[config.mk]
export PLATFORM = sky130hd
export DESIGN_NAME = mant_mul_seq
export DESIGN_NICKNAME = d
export VERILOG_FILES = /design/src/rtl/mant_mul_seq.sv
export SDC_FILE = /design/constraint.sdc
export NUM_CORES = 1
export LEC_CHECK = 0
export CAP_MARGIN = 20
export CORE_UTILIZATION = 58
export DETAILED_ROUTE_END_ITERATION = 8
export PLACE_DENSITY = 0.81
export SYNTH_ARGS = -nofsm -noshare
export SYNTH_HDL_FRONTEND = slang
export SYNTH_SLANG_ARGS = --single-unit
[constraint.sdc]
create_clock -name in_Clk -period 3.84 [get_ports in_Clk]
set_clock_uncertainty 0.1 [all_clocks]
set_input_delay 0.576 -clock in_Clk [delete_from_list [all_inputs] [get_ports in_Clk]]
set_output_delay 0.576 -clock in_Clk [all_outputs]
set_load 0.01 [all_outputs]
[src/rtl/mant_mul_seq.sv]
// Sequential radix-2 shift-add mantissa multiplier.
// Produces the full 2W-bit unsigned product of two W-bit mantissas in W
// iterations, with a fixed latency that does not depend on the data.
// Square mode uses in_a as both operands.
//
// Ports:
//   in_Clk       clock, rising edge
//   in_Rst       synchronous active-high reset
//   in_start     start request, accepted in IDLE or DONE
//   in_sq        square mode (in_b ignored)
//   in_a, in_b   W-bit unsigned operands, latched on the accepting edge
//   out_stall    high while iterating
//   out_done     one-cycle pulse when out_product is updated
//   out_product  2W-bit product, held until the next result
module mant_mul_seq #(
   parameter int unsigned W  = 24,
   parameter int unsigned CW = 5
) (
   input  logic            in_Clk,
   input  logic            in_Rst,
   input  logic            in_start,
   input  logic            in_sq,
   input  logic [W-1:0]    in_a,
   input  logic [W-1:0]    in_b,
   output logic            out_stall,
   output logic            out_done,
   output logic [2*W-1:0]  out_product
);

   localparam int unsigned PW = 2 * W;

   typedef enum logic [1:0] {
      S_IDLE = 2'd0,
      S_BUSY = 2'd1,
      S_DONE = 2'd2
   } state_e;

   state_e          state_q,   state_d;
   logic [PW-1:0]   mcand_q,   mcand_d;
   logic [W-1:0]    mplier_q,  mplier_d;
   logic [PW-1:0]   acc_q,     acc_d;
   logic [CW-1:0]   cnt_q,     cnt_d;
   logic [PW-1:0]   product_q, product_d;
   logic            stall_q,   stall_d;
   logic            done_q,    done_d;

   // Next-state, datapath and registered-output logic.
   always_comb begin
      state_d   = state_q;
      mcand_d   = mcand_q;
      mplier_d  = mplier_q;
      acc_d     = acc_q;
      cnt_d     = cnt_q;
      product_d = product_q;

      case (state_q)
         S_IDLE, S_DONE: begin
            // DONE accepts a start exactly like IDLE, giving back-to-back issue.
            if (in_start) begin
               mcand_d  = PW'(in_a);
               mplier_d = in_sq ? in_a : in_b;
               acc_d    = '0;
               cnt_d    = '0;
               state_d  = S_BUSY;
            end else begin
               state_d  = S_IDLE;
            end
         end
         S_BUSY: begin
            // Multiplicand moves left as multiplier bits are consumed from the LSB.
            if (mplier_q[0]) begin
               acc_d = acc_q + mcand_q;
            end
            mcand_d  = mcand_q << 1;
            mplier_d = mplier_q >> 1;
            cnt_d    = cnt_q + CW'(1);
            if (cnt_q == CW'(W - 1)) begin
               product_d = acc_d;
               state_d   = S_DONE;
            end
         end
         default: begin
            state_d = S_IDLE;
         end
      endcase

      stall_d = (state_d == S_BUSY);
      done_d  = (state_d == S_DONE);
   end

   // State and datapath registers.
   always_ff @(posedge in_Clk) begin
      if (in_Rst) begin
         state_q   <= S_IDLE;
         mcand_q   <= '0;
         mplier_q  <= '0;
         acc_q     <= '0;
         cnt_q     <= '0;
         product_q <= '0;
         stall_q   <= 1'b0;
         done_q    <= 1'b0;
      end else begin
         state_q   <= state_d;
         mcand_q   <= mcand_d;
         mplier_q  <= mplier_d;
         acc_q     <= acc_d;
         cnt_q     <= cnt_d;
         product_q <= product_d;
         stall_q   <= stall_d;
         done_q    <= done_d;
      end
   end

   assign out_stall   = stall_q;
   assign out_done    = done_q;
   assign out_product = product_q;

endmodule

### Word-level counts from Yosys, hierarchy flattened

Index checks and enable logic that the tools add are counted.

* flip-flop bits (word level): 177

* reductions and logical operators: 5
* equality and inequality tests: 6
* add/subtract/negate cells: 2
* multiplexer cells: 13

Operators by type and width (number)
* one-hot mux 48 bit (2 select lines): 2
* two-way mux 48 bit: 3
* adder 48 bit: 1
* two-way mux 24 bit: 2
* one-hot mux 24 bit (2 select lines): 1
* one-hot mux 5 bit (2 select lines): 1
* adder 5 x 1 -> 5 bit, second input constant: 1
* equality test 5 bit, second input constant: 1
* two-way mux 5 bit: 1
* equality test 2 x 1 -> 1 bit, second input constant: 2
* equality test 2 bit, second input constant: 2
* one-hot mux 2 bit (2 select lines): 1
* AND reduction 2 bit: 2
* zero test 2 bit: 1
* two-way mux 2 bit: 1
* != test 2 bit, second input constant: 1
* nonzero test 2 bit: 1
* OR reduction 2 bit: 1
* two-way mux 1 bit: 1

### Depth between registers and ports, before layout

Gate-level depths: netlist (run 1).

* word-level depth: 4
* depth in mapped cells: 10

### Worst setup path before layout (run 1)

OpenSTA, ideal clock, no wires.

* path kind: register to register
* start: register mcand_q[0]
* end: register acc_q[46]
* period minus slack after synthesis: 2.907 ns
* data required time: 3.623 ns
* path slack: 0.933 ns
* stages on the path, launching flop included: 11
* arrival: 2.689 ns
* path through: dfxtp_1 ha_1 fa_1 a21o_1 a221oi_2 o21a_1 o211a_1 o21ai_1 o21a_1 or3_1 a32o_1

* cells in the longest elaborated chain, start to end: 3

Ends and longest elaborated chain
* start: declaration: line 39 `logic [PW-1:0] mcand_q, mcand_d;`
* start signal: assignment: line 104 `mcand_q <= mcand_d;`
* adder 48 bit: line 72 `acc_d = acc_q + mcand_q;`
* two-way mux 48 bit: line 71 `if (mplier_q[0]) begin`
* one-hot mux 48 bit (2 select lines): line 56 `case (state_q)`
* end signal: assignment: line 97 `acc_q <= '0;`
* end signal: assignment: line 106 `acc_q <= acc_d;`
* end: declaration: line 41 `logic [PW-1:0] acc_q, acc_d;`

No other way between the ends.
A chain may end at the register's enable or synchronous reset.

### Worst setup path in the final report (run 1)

* start: register mcand_q[0]
* end: register acc_q[32]

Same word-level chain as after synthesis.

==> results.py, run 1 <==
metrics = {
    "clock_network": {
        "clk_pin_slew_ps": 70,
        "clock_latency_ps": 440,
        "cts_buffers": 17,
        "cts.repair.resized": 0,
        "cts_buffer_depth": 2,
        "cts_num_sinks": 177,
        "ctsHoldBuffers": 0,
        "post_cts_buffers": 0,
        "htreeDepth": 4,
        "cts_tree": "built",
        "root_buffer": "clkbuf_16",
    },
    "setup_path": {
        "crit_type": "flip-flop to flip-flop",
        "crit_fanout": 6,
        "cpMaxStageDelayCell": "o211ai_1",
        "crit_family": "compound AO/OA/AOI/OAI gates",
        "crit_path_cell_trace": "ha_1 > fa_1 > a21o_1 > a221oi_2 > nor3_1 > o211ai_1 > a21boi_0 > or3_1 > a32o_1",
        "startpoint_type": "flip-flop",
        "crit_required_ps": 4080,
        "crit_path_end_kind": "flip-flop",
        "critPathBufInv": 0,
        "cp.arrival_ps": 3630,
        "slowest_delay_ps": 640,
    },
    "power": {
        "clockPowerShare_pct": 44.1,
        "p_comb_share_pct": 10.6,
        "vdd_drop_max_mv": 0.326,
        "seqPwrFrac_pct": 45.3,
        "sw_frac_of_total_pct": 26.2,
        "powerDensity_mw_per_mm2": 359,
        "p_switching_mw": 1.11,
        "leakage_nw": 4.56,
        "p_int_mw": 3.12,
    },
    "timing": {
        "max_slew.worst_pin.slew_ps": 993,
        "rsz0062_at_grt": "no",
        "final.setup.tns_ps": 0,
        "setup_violations": 0,
        "fin_crit_sh_pct": 88.4,
        "hold_viol": 0,
        "finalWorstSetupSlack_ps": 445,
        "slew_viol_final": 0,
        "max_freq_mhz": 295,
        "post-route-min-period_ps": 3400,
        "relSlewSlack_pct": 33.8,
        "whs_ps": 354,
    },
    "floorplanning": {
        "placeableCoreArea_mm2": 0.0167,
        "dieWidth_um": 133,
        "initial_core_util_pct": 60.0,
        "dieArea_mm2": 0.0178,
        "io-pin-count": 102,
        "placementRows": 47,
        "die_h_um": 133,
    },
    "detailed_routing": {
        "vias": 9904,
        "post_drt_wl_per_cell_um": 19.3,
        "totalWireLength_um": 29500,
        "routed_via_density": 6.48,
        "first_pass_iters": 6,
        "ant_nets": 0,
        "drc": 0,
        "drt_iter0_drc": 1018,
    },
    "placed_design": {
        "dp_hpwl_um": 20700,
        "place_congestion": 0.937,
        "portBuffers": 101,
        "place_ws_ps": 574,
        "postPlaceCellArea_mm2": 0.0111,
    },
    "yosys": {
        "ys_ff_latch": 177,
        "ys_seq_area_share_pct": 35.4,
        "synthFlopType": "dfxtp_1",
        "synth_edf_count": 0,
        "async_flop_share_pct": 0,
        "syn_inst": 1251,
        "synth_adder_area_share_pct": 6.19,
        "ys_types": 62,
        "muxShareOfSynthArea_pct": 4.00,
        "syn_nets": 1352,
        "synth_xor_area_share_pct": 2.97,
        "synth_warnings": 0,
        "synth_top_family_by_area": "compound AO/OA/AOI/OAI gates",
        "synth-simple-area-share_pct": 18.4,
        "netlist_area_mm2": 0.0100,
        "synth_compound_area_share_pct": 29.0,
        "avgSynthCellArea_um2": 8.01,
    },
    "layout": {
        "fin_nets": 1397,
        "area_growth_pct": 17.4,
        "utilization_pct": 70.5,
        "drive_above_1_share_pct": 5.73,
        "final_cell_area_mm2": 0.0118,
        "num_antenna_cells": 0,
        "fillers": 1388,
        "final_common_cell": "dfxtp_1",
        "final_cell_mix": "dfxtp_1, nor2_1, a21oi_1",
    },
    "global_route": {
        "grt_max_degree": 93,
        "overflow": 0,
        "grt_pass1_vias": 9434,
        "grt_usage_pct": 33.7,
        "antenna_found_initial": 0,
        "grt_pass1_wl_um": 47900,
    },
    "min_path": {
        "hp-class": "flip-flop to flip-flop",
    },
    "job": {
        "drv_cap": 0,
    },
    "run_status": {
        "outcome": "finished clean",
    },
}
## flip-flops by register name, summed over array words and instances (netlist names)
register / flops
acc_q: 48
mcand_q: 48
out_product: 48
mplier_q: 24
cnt_q: 5
state_q: 2
out_done: 1
out_stall: 1
## tightest hold or removal path: stages (launching register included)
cell and delay (ps):
dfxtp_1 310, nand2_1 50, a21oi_1 50
## area by class of cell
type                            count  area, um^2  share of cell area, %
Clock buffer                       19         453                   3.85
Clock inverter                     13         175                   1.49
Inverter                           13        48.8                  0.415
Multi-Input combinational cell    967        6110                   51.9
Sequential cell                   177        3540                   30.1
Tap cell                          220         275                   2.34
Timing Repair Buffer              120        1160                   9.89
## synthesized netlist by cell type (5+ instances only)
master,instances,area share [%]
a211o_1,5,0.44
o21ai_0,77,3.8
a21o_1,24,1.8
dfxtp_1,177,35
a31oi_1,17,1.1
and3_1,6,0.37
a21oi_1,135,6.7
nor3_1,28,1.4
nand4_1,19,1.2
clkbuf_1,89,3.3
nor2_1,141,5.3
inv_1,13,0.49
a22o_1,7,0.61
mux2_2,8,0.90
ha_1,48,6.0
o21a_1,18,1.3
nand3b_1,6,0.45
nand2_1,118,4.4
a211oi_1,12,0.90
o31ai_1,7,0.52
o21bai_1,5,0.37
a21boi_0,5,0.37
nand2b_1,7,0.44
o211ai_1,14,1.0
xnor2_1,23,2.0
a22oi_1,59,4.4
nand3_1,23,1.1
a221oi_1,25,2.2
and2_1,7,0.44
and4_1,10,0.87
or3_1,13,0.81
a311oi_1,6,0.52
mux2i_1,31,3.1
a32o_1,6,0.60
xor2_1,11,0.96
nor2b_1,7,0.44
## per-layer routing
layer | share of wire, % | GRT usage, % | routed length (um) | vias to the layer above
li1 | - | - | - | 4727
met1 | 44 | 44.9 | 12900 | 4673
met2 | 46 | 54.2 | 13600 | 432
met3 | 7.9 | 6.32 | 2320 | 72
met4 | 2.7 | 12.9 | 795 | 0
met5 | 0 | 0 | 0 | -
## through the flow
stage          total power, mW  cells
2_1_floorplan             2.23   1251
3_3_place_gp              2.39   1496
3_5_place_dp              2.40   1496
4_1_cts                   4.22   1528
5_1_grt                   4.35   1529
6_report                  4.23   1529
## logic make-up after synthesis
family,count (synthesis)
AOI/OAI and AO/OA,446
and+or+nand+nor,399
buffers and inverters,107
xor gates and xnor gates,34
adders and majority gates,49
muxes,39
DFF,177
## path summary, 6_finish.rpt
kind	endpoint	depth (start not counted)	slack, ps	from
worst max register to register	acc_q[32]	9	440	mcand_q[0]
worst max-delay path	acc_q[32]	9	440	mcand_q[0]
worst min-delay path	out_product[8]	2	350	out_product[8]
worst min register to register	out_product[8]	2	350	out_product[8]
## power by group through the flow
stage / clock network, mW / registers (mW) / logic, mW
2_1_floorplan: 0 / 1.95 / 0.288
3_3_place_gp: 0 / 1.96 / 0.430
3_5_place_dp: 0 / 1.96 / 0.438
4_1_cts: 1.87 / 1.92 / 0.441
5_1_grt: 1.94 / 1.92 / 0.486
6_report: 1.86 / 1.92 / 0.447
No activity file was read; power rests on OpenSTA's default activity.
==> inputs of run 2 (changes only) <==
--- a/config.mk
+++ b/config.mk
@@ -8,6 +8,7 @@
 export CAP_MARGIN = 20
 export CORE_UTILIZATION = 58
 export DETAILED_ROUTE_END_ITERATION = 8
+export HOLD_SLACK_MARGIN = 0.02
 export PLACE_DENSITY = 0.81
 export SYNTH_ARGS = -nofsm -noshare
 export SYNTH_HDL_FRONTEND = slang
==> results of run 2 <==
The final DEF is identical to that of run 1; final timing and power are the same.
